$ cat src/rtl/manycore_mesh_router.sv
// Five-port XY mesh router: 2-entry FIFO per input, round-robin arbiter per output.
// Optional MANYCORE_MESH_ROUTER_BOUNDS_DROP_EN drops packets addressed outside the mesh.
module manycore_mesh_router #(
  parameter int unsigned x_cord_width_p = 4,
  parameter int unsigned y_cord_width_p = 4,
  parameter int unsigned packet_width_p = 64,
  parameter int unsigned x_max_p        = 16,
  parameter int unsigned y_max_p        = 16
) (
  input  logic                           clk_i,
  input  logic                           reset_n_i,
  input  logic [4:0]                     v_i,
  input  logic [4:0][packet_width_p-1:0] data_i,
  output logic [4:0]                     ready_o,
  output logic [4:0]                     v_o,
  output logic [4:0][packet_width_p-1:0] data_o,
  input  logic [4:0]                     ready_i,
  input  logic [x_cord_width_p-1:0]      my_x_i,
  input  logic [y_cord_width_p-1:0]      my_y_i
);

  if (packet_width_p < x_cord_width_p + y_cord_width_p || x_max_p == 0 || y_max_p == 0)
  begin : g_param_check
    $error("manycore_mesh_router: illegal parameter combination");
  end

  typedef logic [packet_width_p-1:0] pkt_t;

  // Entry 0 of each FIFO is always the head.
  pkt_t [4:0][1:0] mem_q, mem_d;
  logic [4:0][1:0] cnt_q, cnt_d;
  logic [4:0][2:0] last_q, last_d;

  logic [4:0][x_cord_width_p-1:0] dest_x;
  logic [4:0][y_cord_width_p-1:0] dest_y;
  logic [4:0][4:0]                req;    // req[input][output]
  logic [4:0]                     drop;
  logic [4:0]                     deq;
  logic [4:0]                     enq;
  logic [4:0][2:0]                grant;

  always_comb begin
    for (int i = 0; i < 5; i++) begin
      ready_o[i] = (cnt_q[i] != 2'd2);
    end
    enq = v_i & ready_o;
  end

  always_comb begin
    logic oob;
    req  = '0;
    drop = '0;
    oob  = 1'b0;
    for (int i = 0; i < 5; i++) begin
      dest_x[i] = mem_q[i][0][x_cord_width_p-1:0];
      dest_y[i] = mem_q[i][0][x_cord_width_p+y_cord_width_p-1:x_cord_width_p];
`ifdef MANYCORE_MESH_ROUTER_BOUNDS_DROP_EN
      oob = (32'(dest_x[i]) >= x_max_p) || (32'(dest_y[i]) >= y_max_p);
`else
      oob = 1'b0;
`endif
      if (cnt_q[i] != 2'd0) begin
        if (oob)                       drop[i]   = 1'b1;
        else if (dest_x[i] < my_x_i)   req[i][1] = 1'b1;
        else if (dest_x[i] > my_x_i)   req[i][2] = 1'b1;
        else if (dest_y[i] < my_y_i)   req[i][3] = 1'b1;
        else if (dest_y[i] > my_y_i)   req[i][4] = 1'b1;
        else                           req[i][0] = 1'b1;
      end
    end
  end

  // Grant ignores ready_i so a stalled output keeps presenting the same head.
  always_comb begin
    int idx;
    v_o    = '0;
    data_o = '0;
    grant  = '0;
    idx    = 0;
    for (int j = 0; j < 5; j++) begin
      for (int off = 1; off <= 5; off++) begin
        idx = int'(last_q[j]) + off;
        if (idx >= 5) idx = idx - 5;
        if (!v_o[j] && req[idx][j]) begin
          v_o[j]   = 1'b1;
          grant[j] = 3'(idx);
        end
      end
      if (v_o[j]) data_o[j] = mem_q[grant[j]][0];
    end
  end

  always_comb begin
    deq    = drop;
    last_d = last_q;
    for (int j = 0; j < 5; j++) begin
      if (v_o[j] && ready_i[j]) begin
        deq[grant[j]] = 1'b1;
        last_d[j]     = grant[j];
      end
    end
  end

  always_comb begin
    mem_d = mem_q;
    cnt_d = cnt_q;
    for (int i = 0; i < 5; i++) begin
      if (deq[i]) begin
        mem_d[i][0] = mem_q[i][1];
        cnt_d[i]    = cnt_q[i] - 2'd1;
      end
      // enq only when not full, so the post-dequeue count is 0 or 1.
      if (enq[i]) begin
        mem_d[i][cnt_d[i][0]] = data_i[i];
        cnt_d[i]              = cnt_d[i] + 2'd1;
      end
    end
  end

  always_ff @(posedge clk_i or negedge reset_n_i) begin
    if (!reset_n_i) begin
      mem_q  <= '0;
      cnt_q  <= '0;
      last_q <= {5{3'd4}};
    end else begin
      mem_q  <= mem_d;
      cnt_q  <= cnt_d;
      last_q <= last_d;
    end
  end

endmodule

$ cat config.mk
export PLATFORM = sky130hd
export DESIGN_NAME = manycore_mesh_router
export DESIGN_NICKNAME = d
export VERILOG_FILES = /design/src/rtl/manycore_mesh_router.sv
export SDC_FILE = /design/constraint.sdc
export NUM_CORES = 2
export LEC_CHECK = 0
export BUFFER_PORTS_ARGS = -buffer_cell sky130_fd_sc_hd__clkbuf_2
export CAP_MARGIN = 20
export CORE_UTILIZATION = 30
export CTS_BUF_LIST = sky130_fd_sc_hd__clkbuf_8
export CTS_CLUSTER_DIAMETER = 40
export DETAILED_ROUTE_END_ITERATION = 12
export GPL_ROUTABILITY_DRIVEN = 0
export PLACE_DENSITY = 0.43
export SYNTH_ARGS = -nofsm -noshare
export SYNTH_HDL_FRONTEND = slang
export SYNTH_SLANG_ARGS = --single-unit
$ cat constraint.sdc
create_clock -name clk_i -period 13.6 [get_ports clk_i]
set_input_delay 0 -clock clk_i [delete_from_list [all_inputs] [get_ports clk_i]]
set_output_delay 0 -clock clk_i [all_outputs]
set_load 0.05 [all_outputs]
==> qor.yml <==
outcome:
  outcome: "completed"
sta:
  final_max_slew_viol_count: 0
  period_share_pct: 67.7
  setup_tns_ns: 0
  hold_violations: 0
  clock.fmax_mhz: 109
  skew_ns: 0.0718
  max_slew_margin_pct: 16.2
  worst_pin_slew_ns: 1.25
  setup_viol: 0
  min_period_ns: 9.20
  grt_setup_unrepaired: "false"
route:
  via_per_inst: 6.10
  dr.pass1.iters: 6
  antenna_left: 0
  routed_wl_um: 313000
  drt-wirelength-per-cell_um: 30.7
  drt_iter0_drc: 7612
  remaining_drc_errors: 0
  num_vias: 62200
synth:
  synth.net_count: 7159
  yosys-top-cells-count: "nand2_1 (837), dfrtp_1 (660), a21oi_1 (568)"
  synth_area_leaders: "dfrtp_1 (30%), mux2_2 (8.0%), mux2i_1 (6.4%), nand2_1 (5.8%), a21oi_1 (5.2%)"
  synth_edf_count: 0
  syn-mean-instance-area_um2: 8.12
  yosys_most_used_dff: "dfrtp_1"
  netlist_area_um2: 54500
  synthCells: 6707
  yosys_register_bits: 665
  yosys.area.top_type: "dfrtp_1"
  synthArstFlopShare_pct: 100
  synth_most_common_cell: "nand2_1"
  yosysTopAreaCellShare_pct: 30.3
  ys_seq_area_share_pct: 30.6
  synth-warning-count: 0
  synth_cell_types: 101
critical_path:
  critical_path_arrival_ns: 9.20
  rr_endpoint: "mem_q[206]"
  crit_fanout: 74
  cpPeakStageDelay_ns: 1.01
  cpLargestDelayFamily: "buffers and inverters"
  crit_path_top_delay_cell: "dfrtp_4"
  worstRegToRegCells: 18
  end_kind: "output pin"
  worst-r2r-setup-slack_ns: 4.93
  path_cells: "clkinv_2, ha_1, a211oi_1, and2_1, a2bb2oi_1, nor4b_1, nor3_1, and4bb_1, a221oi_1, or3_4, buf_4, buf_4, a22oi_1, o22a_1, a211oi_1, clkbuf_2"
  regToRegStartpoint: "last_q[6]"
  worstSetupPathType: "flip-flop to output pin"
  worstPathRequired_ns: 13.60
  start_kind: "flip-flop"
  crit_buf_inv: 4
min_path:
  holdCritStartpoint: "data_i[107]"
  whs_path_depth: 6
  hold_path.class: "input port to flip-flop"
  whs_endpoint: "mem_q[171]"
floorplanning:
  die_height_um: 428
  die_w_um: 428
  core_area_um2: 181000
  io_pins: 670
  rows: 156
  initial_core_util_pct: 30.2
  fp.dieArea_um2: 183000
job:
  drv_cap: 0
clock_network:
  cts_tree: "built"
  root_buffer: "clkbuf_8"
  ctsResizeCount: 0
  htreeDepth: 4
  post_cts_buffers: 0
  cts_sinks: 665
  cts_buffers: 160
  clk_latency_ns: 0.99
  clk_path_buf_depth: 3
  clkTransAtPathRegs_ns: 0.06
  hold_buffers: 672
placed_design:
  hpwlAfterDp_um: 222000
  numPortBuffers: 669
cells_and_area:
  area_delta_synth_final_pct: 29.1
  drive_above_1_share_pct: 20.1
  fillers: 18500
  fin_nets: 8141
grt:
  grt_pass1_wl_um: 441000
  grt_pass1_vias: 58300
  antenna_found_initial: 47
  grt_usage_pct: 32.9
  grt_max_degree: 151
  grt_overflow: 0
-- cells by family after synthesis --
logic type / share of synthesized area [%]
compound gates: 31.3
xor+xnor: 0.530
fa+ha+maj: 2.57
buf+inv: 5.62
flops: 30.6
mux: 14.5
simple gates: 14.9
-- cells in the final DEF, fill, tap and decap left out, drive strengths merged, types with 100 or more instances in the layout --
master	count
ha	112
o22ai	203
o221ai	135
a22oi	188
o21ai	622
buf	148
dfrtp	660
a32oi	100
clkbuf	865
mux2i	348
mux2	386
nand2	837
nor2	422
and3	116
a21oi	568
dlygate4sd3	671
or3	130
inv	123
a211oi	219
o22a	128
-- worst register-to-register path: stages, from the launching register on --
cell	delay [ns]
dfrtp_1	0.84
clkinv_1	0.58
ha_1	0.83
nor2b_1	0.20
o21ai_0	0.09
o21ai_0	0.40
or2_2	0.21
o221ai_1	0.16
or4b_2	0.77
a221o_1	0.37
o31ai_4	0.09
buf_12	0.59
nor4_1	0.24
a221oi_4	0.33
buf_4	0.48
and2_4	0.71
xnor2_1	0.27
ha_4	0.90
mux2_2	0.47
-- worst max path at each step --
stage | start | depth (start not counted) | slack, ns | end
CTS | cnt_q[0] | 16 | 4.61 | data_o[78]
floorplan | last_q[5] | 24 | 7.23 | mem_q[579]
detailed placement | last_q[6] | 18 | 5.15 | mem_q[244]
global route | cnt_q[0] | 16 | 4.18 | data_o[92]
finish | cnt_q[0] | 16 | 4.40 | data_o[78]
global placement | cnt_q[0] | 17 | 4.43 | mem_q[105]
-- area by class of cell --
type                            instances  area [um2]  area share, %
Timing Repair Buffer                 1489       11300           16.1
Clock buffer                          195        2680           3.82
Antenna cell                           28        70.1         0.0996
Multi-Input combinational cell       5287       35300           50.2
Clock inverter                         90        1000           1.43
Sequential cell                       665       16700           23.7
Tap cell                             2370        2970           4.22
Inverter                               86         328          0.466
-- per-layer routing --
metal | track usage, % | up-vias | share of wire [%]
met3 | 6.50 | 729 | 7.8
li1 | - | 27300 | -
met5 | 0 | - | 0.041
met4 | 28.0 | 22 | 9.7
met1 | 40.7 | 31000 | 39
met2 | 49.1 | 3149 | 43
-- through the flow --
step / hold WS (ns) / setup WS (ns) / util (%) / instances / instance area, um2
2_1_floorplan: -0.296 / 7.23 / - / 6707 / 54500
3_3_place_gp: 0.0390 / 4.43 / 33.1 / 9215 / 59700
3_5_place_dp: 0.0347 / 5.15 / 33.1 / 9219 / 59700
4_1_cts: 0.0000754 / 4.61 / 38.9 / 10200 / 70200
5_1_grt: 0.0638 / 4.18 / 38.9 / 10200 / 70300
6_report: 0.0705 / 4.40 / 38.9 / 10200 / 70300
-- state kept, by name, indices dropped and copies added, names as in the netlist --
signal	count
cnt_q	10
dest_x	20
dest_y	20
last_q	15
mem_q	600
Power is left out: the tool's default activity adds up to more than one toggle a clock period on the data nets, which glitch-free logic cannot reach.
